$ cat src/rtl/la_data_bus_pkg.sv
// la_data_bus_pkg: shared state encoding and default widths for the CPU data bus.
package la_data_bus_pkg;
  localparam int DEF_DATA_W = 32;
  localparam int DEF_ADDR_W = 32;
  localparam int CNT_W = 16;
  typedef enum logic [1:0] {
    IDLE   = 2'd0,
    ACCESS = 2'd1,
    DONE   = 2'd2
  } bus_state_t;
endpackage

$ cat src/rtl/la_bus_decoder.sv
// la_bus_decoder: maps the slave-index address field to an index and a valid flag.
module la_bus_decoder #(
  parameter int NUM_SLV = 4,
  localparam int IDX_W = $clog2(NUM_SLV)
) (
  input  logic [IDX_W-1:0] sel_field,
  output logic [IDX_W-1:0] idx,
  output logic             valid
);
  assign idx = sel_field;
  assign valid = {1'b0, sel_field} < (IDX_W+1)'(NUM_SLV);
endmodule

$ cat src/rtl/la_data_bus.sv
// la_data_bus: routes one CPU data access at a time to an address-selected slave,
// with an ack timeout and a one-cycle completion phase.
module la_data_bus
  import la_data_bus_pkg::*;
#(
  parameter int DATA_W  = DEF_DATA_W,
  parameter int ADDR_W  = DEF_ADDR_W,
  parameter int NUM_SLV = 4,
  parameter int SEL_LSB = 28,
  parameter int TIMEOUT = 255
) (
  input  logic                      clk,
  input  logic                      rst,
  input  logic                      cpu_en_i,
  input  logic                      cpu_we_i,
  input  logic [ADDR_W-1:0]         cpu_addr_i,
  input  logic [DATA_W/8-1:0]       cpu_sel_i,
  input  logic [DATA_W-1:0]         cpu_wdata_i,
  output logic [DATA_W-1:0]         cpu_rdata_o,
  output logic                      cpu_stall_o,
  output logic                      cpu_err_o,
  output logic [NUM_SLV-1:0]        slv_req_o,
  output logic                      slv_we_o,
  output logic [ADDR_W-1:0]         slv_addr_o,
  output logic [DATA_W/8-1:0]       slv_sel_o,
  output logic [DATA_W-1:0]         slv_wdata_o,
  input  logic [NUM_SLV*DATA_W-1:0] slv_rdata_i,
  input  logic [NUM_SLV-1:0]        slv_ack_i
);
  localparam int IDX_W = $clog2(NUM_SLV);
  bus_state_t state, state_nx;
  logic [IDX_W-1:0] dec_idx, idx_q;
  logic dec_ok, ack, tmo, err_q;
  logic [CNT_W-1:0] cnt;
  logic [DATA_W-1:0] rdata_q;
  logic [DATA_W-1:0] slv_rd [NUM_SLV];
  la_bus_decoder #(.NUM_SLV(NUM_SLV)) u_dec (
    .sel_field(cpu_addr_i[SEL_LSB +: IDX_W]),
    .idx      (dec_idx),
    .valid    (dec_ok)
  );
  for (genvar k = 0; k < NUM_SLV; k++) begin : g_rd
    assign slv_rd[k] = slv_rdata_i[k*DATA_W +: DATA_W];
  end
  assign ack = slv_ack_i[idx_q];
  assign tmo = cnt == CNT_W'(TIMEOUT - 1);
  always_ff @(posedge clk or negedge rst) begin
    if (!rst) state <= IDLE;
    else state <= state_nx;
  end
  always_comb begin
    state_nx = state;
    state_nx = (state == IDLE)   ? (cpu_en_i ? (dec_ok ? ACCESS : DONE) : IDLE) :
               (state == ACCESS) ? ((ack || tmo) ? DONE : ACCESS) : IDLE;
  end
  // Ack is checked before the timeout so an ack on the last wait cycle still succeeds.
  always_ff @(posedge clk or negedge rst) begin
    if (!rst) begin
      slv_we_o    <= 1'b0;
      slv_addr_o  <= '0;
      slv_sel_o   <= '0;
      slv_wdata_o <= '0;
      idx_q       <= '0;
      cnt         <= '0;
      rdata_q     <= '0;
      err_q       <= 1'b0;
    end else begin
      if (state == IDLE && cpu_en_i) begin
        slv_we_o    <= cpu_we_i;
        slv_addr_o  <= cpu_addr_i;
        slv_sel_o   <= cpu_sel_i;
        slv_wdata_o <= cpu_wdata_i;
        idx_q       <= dec_idx;
        cnt         <= '0;
        rdata_q     <= '0;
        err_q       <= !dec_ok;
      end
      if (state == ACCESS) begin
        cnt <= cnt + CNT_W'(1);
        if (ack) begin
          rdata_q <= slv_we_o ? '0 : slv_rd[idx_q];
          err_q   <= 1'b0;
        end else if (tmo) begin
          rdata_q <= '0;
          err_q   <= 1'b1;
        end
      end
    end
  end
  assign cpu_stall_o = (state == IDLE && cpu_en_i) || state == ACCESS;
  assign cpu_rdata_o = (state == DONE) ? rdata_q : '0;
  assign cpu_err_o   = state == DONE && err_q;
  assign slv_req_o   = (state == ACCESS) ? (NUM_SLV'(1) << idx_q) : '0;
endmodule

$ cat config.mk
export PLATFORM = sky130hd
export DESIGN_NAME = la_data_bus
export DESIGN_NICKNAME = d
export VERILOG_FILES = /design/src/rtl/la_data_bus_pkg.sv /design/src/rtl/la_bus_decoder.sv /design/src/rtl/la_data_bus.sv
export SDC_FILE = /design/constraint.sdc
export NUM_CORES = 1
export LEC_CHECK = 0
export ABC_AREA = 0
export ABC_CLOCK_PERIOD_IN_PS = 4800
export BUFFER_PORTS_ARGS = -buffer_cell sky130_fd_sc_hd__buf_2
export CAP_MARGIN = 20
export CELL_PAD_IN_SITES_DETAIL_PLACEMENT = 1
export CELL_PAD_IN_SITES_GLOBAL_PLACEMENT = 2
export CORE_ASPECT_RATIO = 0.75
export CORE_MARGIN = 4
export CORE_UTILIZATION = 30
export CTS_BUF_LIST = sky130_fd_sc_hd__clkbuf_4
export CTS_CLUSTER_SIZE = 8
export DETAILED_ROUTE_END_ITERATION = 12
export PLACE_DENSITY = 0.95
export SYNTH_ARGS = -nofsm -noshare
export SYNTH_HDL_FRONTEND = slang
export SYNTH_HIERARCHICAL = 1
export SYNTH_SLANG_ARGS = --single-unit
export TNS_END_PERCENT = 1
$ cat constraint.sdc
create_clock -name clk -period 4.8 [get_ports clk]
set_input_delay 0.96 -clock clk [delete_from_list [all_inputs] [get_ports clk]]
set_output_delay 0.96 -clock clk [all_outputs]
set_load 0.02 [all_outputs]
==> flow_metrics.env <==
export IMPL_numCtsBuffers=17
export IMPL_grt_pass1_vias=6398
export IMPL_io_pins=311
export IMPL_root_buffer="clkbuf_4"
export IMPL_area_growth_pct=31.7
export IMPL_slowest_delay_ns=0.46
export IMPL_dp_cells=1199
export IMPL_setup_viol=0
export IMPL_routedWlPerCell_um=16.9
export IMPL_syn_num_nets=848
export IMPL_synth_seq_cells=122
export IMPL_period_minus_slack_ns=3.03
export IMPL_comb_power_share=0.503
export IMPL_crit_family="buffers and inverters"
export IMPL_yosysTopAreaCell="dfrtp_1"
export IMPL_final_cell_count_no_fill=1233
export IMPL_ant_nets=0
export IMPL_sw_frac_of_total=0.466
export IMPL_outcome="complete, no violations"
export IMPL_hold_violations=0
export IMPL_drt_iter0_markers=223
export IMPL_htree_levels=4
export IMPL_p_int_uw=2680
export IMPL_start_util=0.304
export IMPL_rows=46
export IMPL_clk_latency_ns=0.53
export IMPL_post_cts_resized=0
export IMPL_hp_class="input pin to async pin"
export IMPL_synth_ff_type="dfrtp_1"
export IMPL_wl_met3_um=1120
export IMPL_end_kind="output port"
export IMPL_ys_seq_area_frac=0.475
export IMPL_viasPerCell=4.73
export IMPL_fin_skew_ns=0.0255
export IMPL_clockBufferDepth=2
export IMPL_crit_path_max_fanout=43
export IMPL_core_area_mm2=0.0211
export IMPL_ys_top_cells_by_area="dfrtp_1 48%, nand2_1 15%, mux4_2 12%"
export IMPL_synth_cells=642
export IMPL_yosysWarnings=6
export IMPL_syn_area_mm2=0.00642
export IMPL_syn_mean_instance_area_um2=10.0
export IMPL_crit_buf_inv=2
export IMPL_grt_max_degree=85
export IMPL_die_area_mm2=0.0238
export IMPL_vias=5833
export IMPL_cts_tree="done"
export IMPL_finalNetCount=1138
export IMPL_cp_arrival_ns=2.07
export IMPL_die_w_um=177
export IMPL_leakage_uw=0.00439
export IMPL_yosys_area_top_type_share=0.475
export IMPL_yosysUniqueCellTypes=44
export IMPL_hold_buffers=0
export IMPL_post_dp_cell_area_mm2=0.00816
export IMPL_grtUsageTotal=0.177
export IMPL_post_route_drc_count=0
export IMPL_clkTransAtPathRegs_ns=0.12
export IMPL_max_slew_margin_rel=0.501
export IMPL_grt_overflow=0
export IMPL_gp_congestion=0.749
export IMPL_slew_violations=0
export IMPL_powerDensity_mw_per_mm2=593
export IMPL_firstDrtPassIters=4
export IMPL_rsz0062_at_grt="false"
export IMPL_die_y_um=135
export IMPL_wl_met2_um=10500
export IMPL_drt_total_wl_um=20800
export IMPL_drv_cap=0
export IMPL_grt_first_pass_wirelength_um=33700
export IMPL_tightest_slew_ns=0.749
export IMPL_layout_drive_gt1_share=0.477
export IMPL_finalInstanceArea_mm2=0.00846
export IMPL_cp_slowest_cell="dfrtp_1"
export IMPL_seq_power_share=0.362
export IMPL_ir_worst_vdd_uv=290
export IMPL_pwr_share_clk=0.135
export IMPL_critical_path_class="flop to output port"
export IMPL_cts_num_sinks=122
export IMPL_post_route_util=0.401
export IMPL_synthArstFlopShare=1.00
export IMPL_required_ns=3.84
export IMPL_antenna_cells=0
export IMPL_net_switching_power_uw=2340
export IMPL_top_layer_used="met5"
export IMPL_port_buffers=310
export IMPL_path_cells="nor2b_4 > buf_4 > nand2_1 > nor2_1 > buf_2"
export IMPL_synth_edf_count=0
export IMPL_cts_setup_buffers=0
export IMPL_fmax_mhz=330
export IMPL_cp_start_kind="flop"
export IMPL_antenna_found_initial=2
export IMPL_dpl_hpwl_um=15600
export IMPL_drt_met1_wl_um=8750
export IMPL_period_share=0.632
export IMPL_n_fill_cell=2562
export IMPL_fin_tns_setup_ns=0
[cell usage in the layout, fill, tap and decap left out, drive strengths merged, types with 2 or more instances in the layout]
master    instances
a21oi             4
a22oi            30
a31oi             3
a32oi             2
and2             35
and3              3
and4              3
buf             321
clkbuf           17
clkinv            9
clkinvlp          3
dfrtp           122
ha                2
inv               4
mux2i             6
mux4             33
nand2           263
nand3             4
nand4             5
nor2              7
nor2b             2
nor3              4
nor3b             4
o21ai            46
or2               2
[flip-flops by register name, summed over array words and instances (netlist names)]
register     cells
rdata_q         32
slv_addr_o      32
slv_wdata_o     32
cnt             16
slv_sel_o        4
idx_q            2
state            2
err_q            1
slv_we_o         1
[worst register-to-register path: stages, from the launching register on]
cell	delay, ns
dfrtp_2	0.81
mux4_2	0.70
nor3b_4	0.18
buf_4	0.28
a22oi_1	0.25
o21ai_1	0.09
[final timing paths]
| path | end | slack, ns | from | cells past startpoint |
|---|---|---|---|---|
| min reg2reg | slv_addr_o[2] | 0.47 | slv_addr_o[2] | 2 |
| min in group clk | slv_addr_o[2] | 0.47 | slv_addr_o[2] | 2 |
| min | slv_wdata_o[26] | 0.46 | rst | 1 |
| max reg2reg | rdata_q[30] | 2.37 | idx_q[0] | 5 |
| max in group asynchronous | idx_q[0] | 3.43 | rst | 2 |
| max | slv_req_o[1] | 1.77 | state[0] | 5 |
[synthesized netlist by cell type (2+ instances only)]
cell and instances:
buf_2 10, nor2_1 7, a31oi_1 3, nor3_1 3, clkbuf_1 21, and3_1 3, a22oi_2 28, nand2_1 263
nand4_1 5, a22oi_1 2, and4_1 3, o21ai_1 6, buf_4 5, mux4_2 33, mux2i_1 6, nand3_1 4
nor3b_1 3, a21oi_1 4, buf_1 6, ha_1 2, o21ai_0 13, buf_6 7, and2_1 35, a32oi_1 2
dfrtp_1 122, nor2b_1 2, o21ai_2 27
[power groups by stage]
stage	Sequential [µW]	Clock [µW]	Combinational, µW
final	1820	679	2520
after global routing	1900	768	2790
after CTS	1830	724	2560
after detailed placement	1840	0	2560
after global placement	1830	0	2500
after floorplan	2080	0	1480
[cells by family (layout without fill, tap and decap cells)]
logic type,Yosys count,in the layout,share of synthesized area
AO/OA/AOI/OAI,91,91,0.127
adder cells (fa/ha/maj),2,2,0.00389
buffers and inverters,52,355,0.0440
flip-flops,122,122,0.475
multiplexers,39,39,0.125
other,1,1,0.000584
AND/OR/NAND/NOR,335,335,0.224
[through the flow]
| stage | total power (µW) | hold WS (ns) | setup slack [ns] |
|---|---|---|---|
| after floorplan | 3560 | 0.446 | 2.35 |
| after global placement | 4320 | 0.453 | 2.07 |
| after detailed placement | 4400 | 0.457 | 1.96 |
| after CTS | 5110 | 0.447 | 1.35 |
| after global routing | 5460 | 0.469 | 1.61 |
| final | 5020 | 0.464 | 1.77 |
[metal layers]
layer  up-vias  GRT usage
met5         -          0
met4         4     0.0430
met3        30     0.0526
met2       150      0.304
met1      2887      0.220
li1       2762          -
[cell type report]
cell class	instances	area, µm²	share of cell area
multi-input combinational	468	3110	0.367
clock buffer	17	128	0.0151
timing repair buffer	321	1680	0.198
sequential	122	3050	0.361
clock inverter	15	128	0.0151
inverter	2	7.51	0.000887
tap	288	360	0.0426
(Power assumes the default switching activity.)
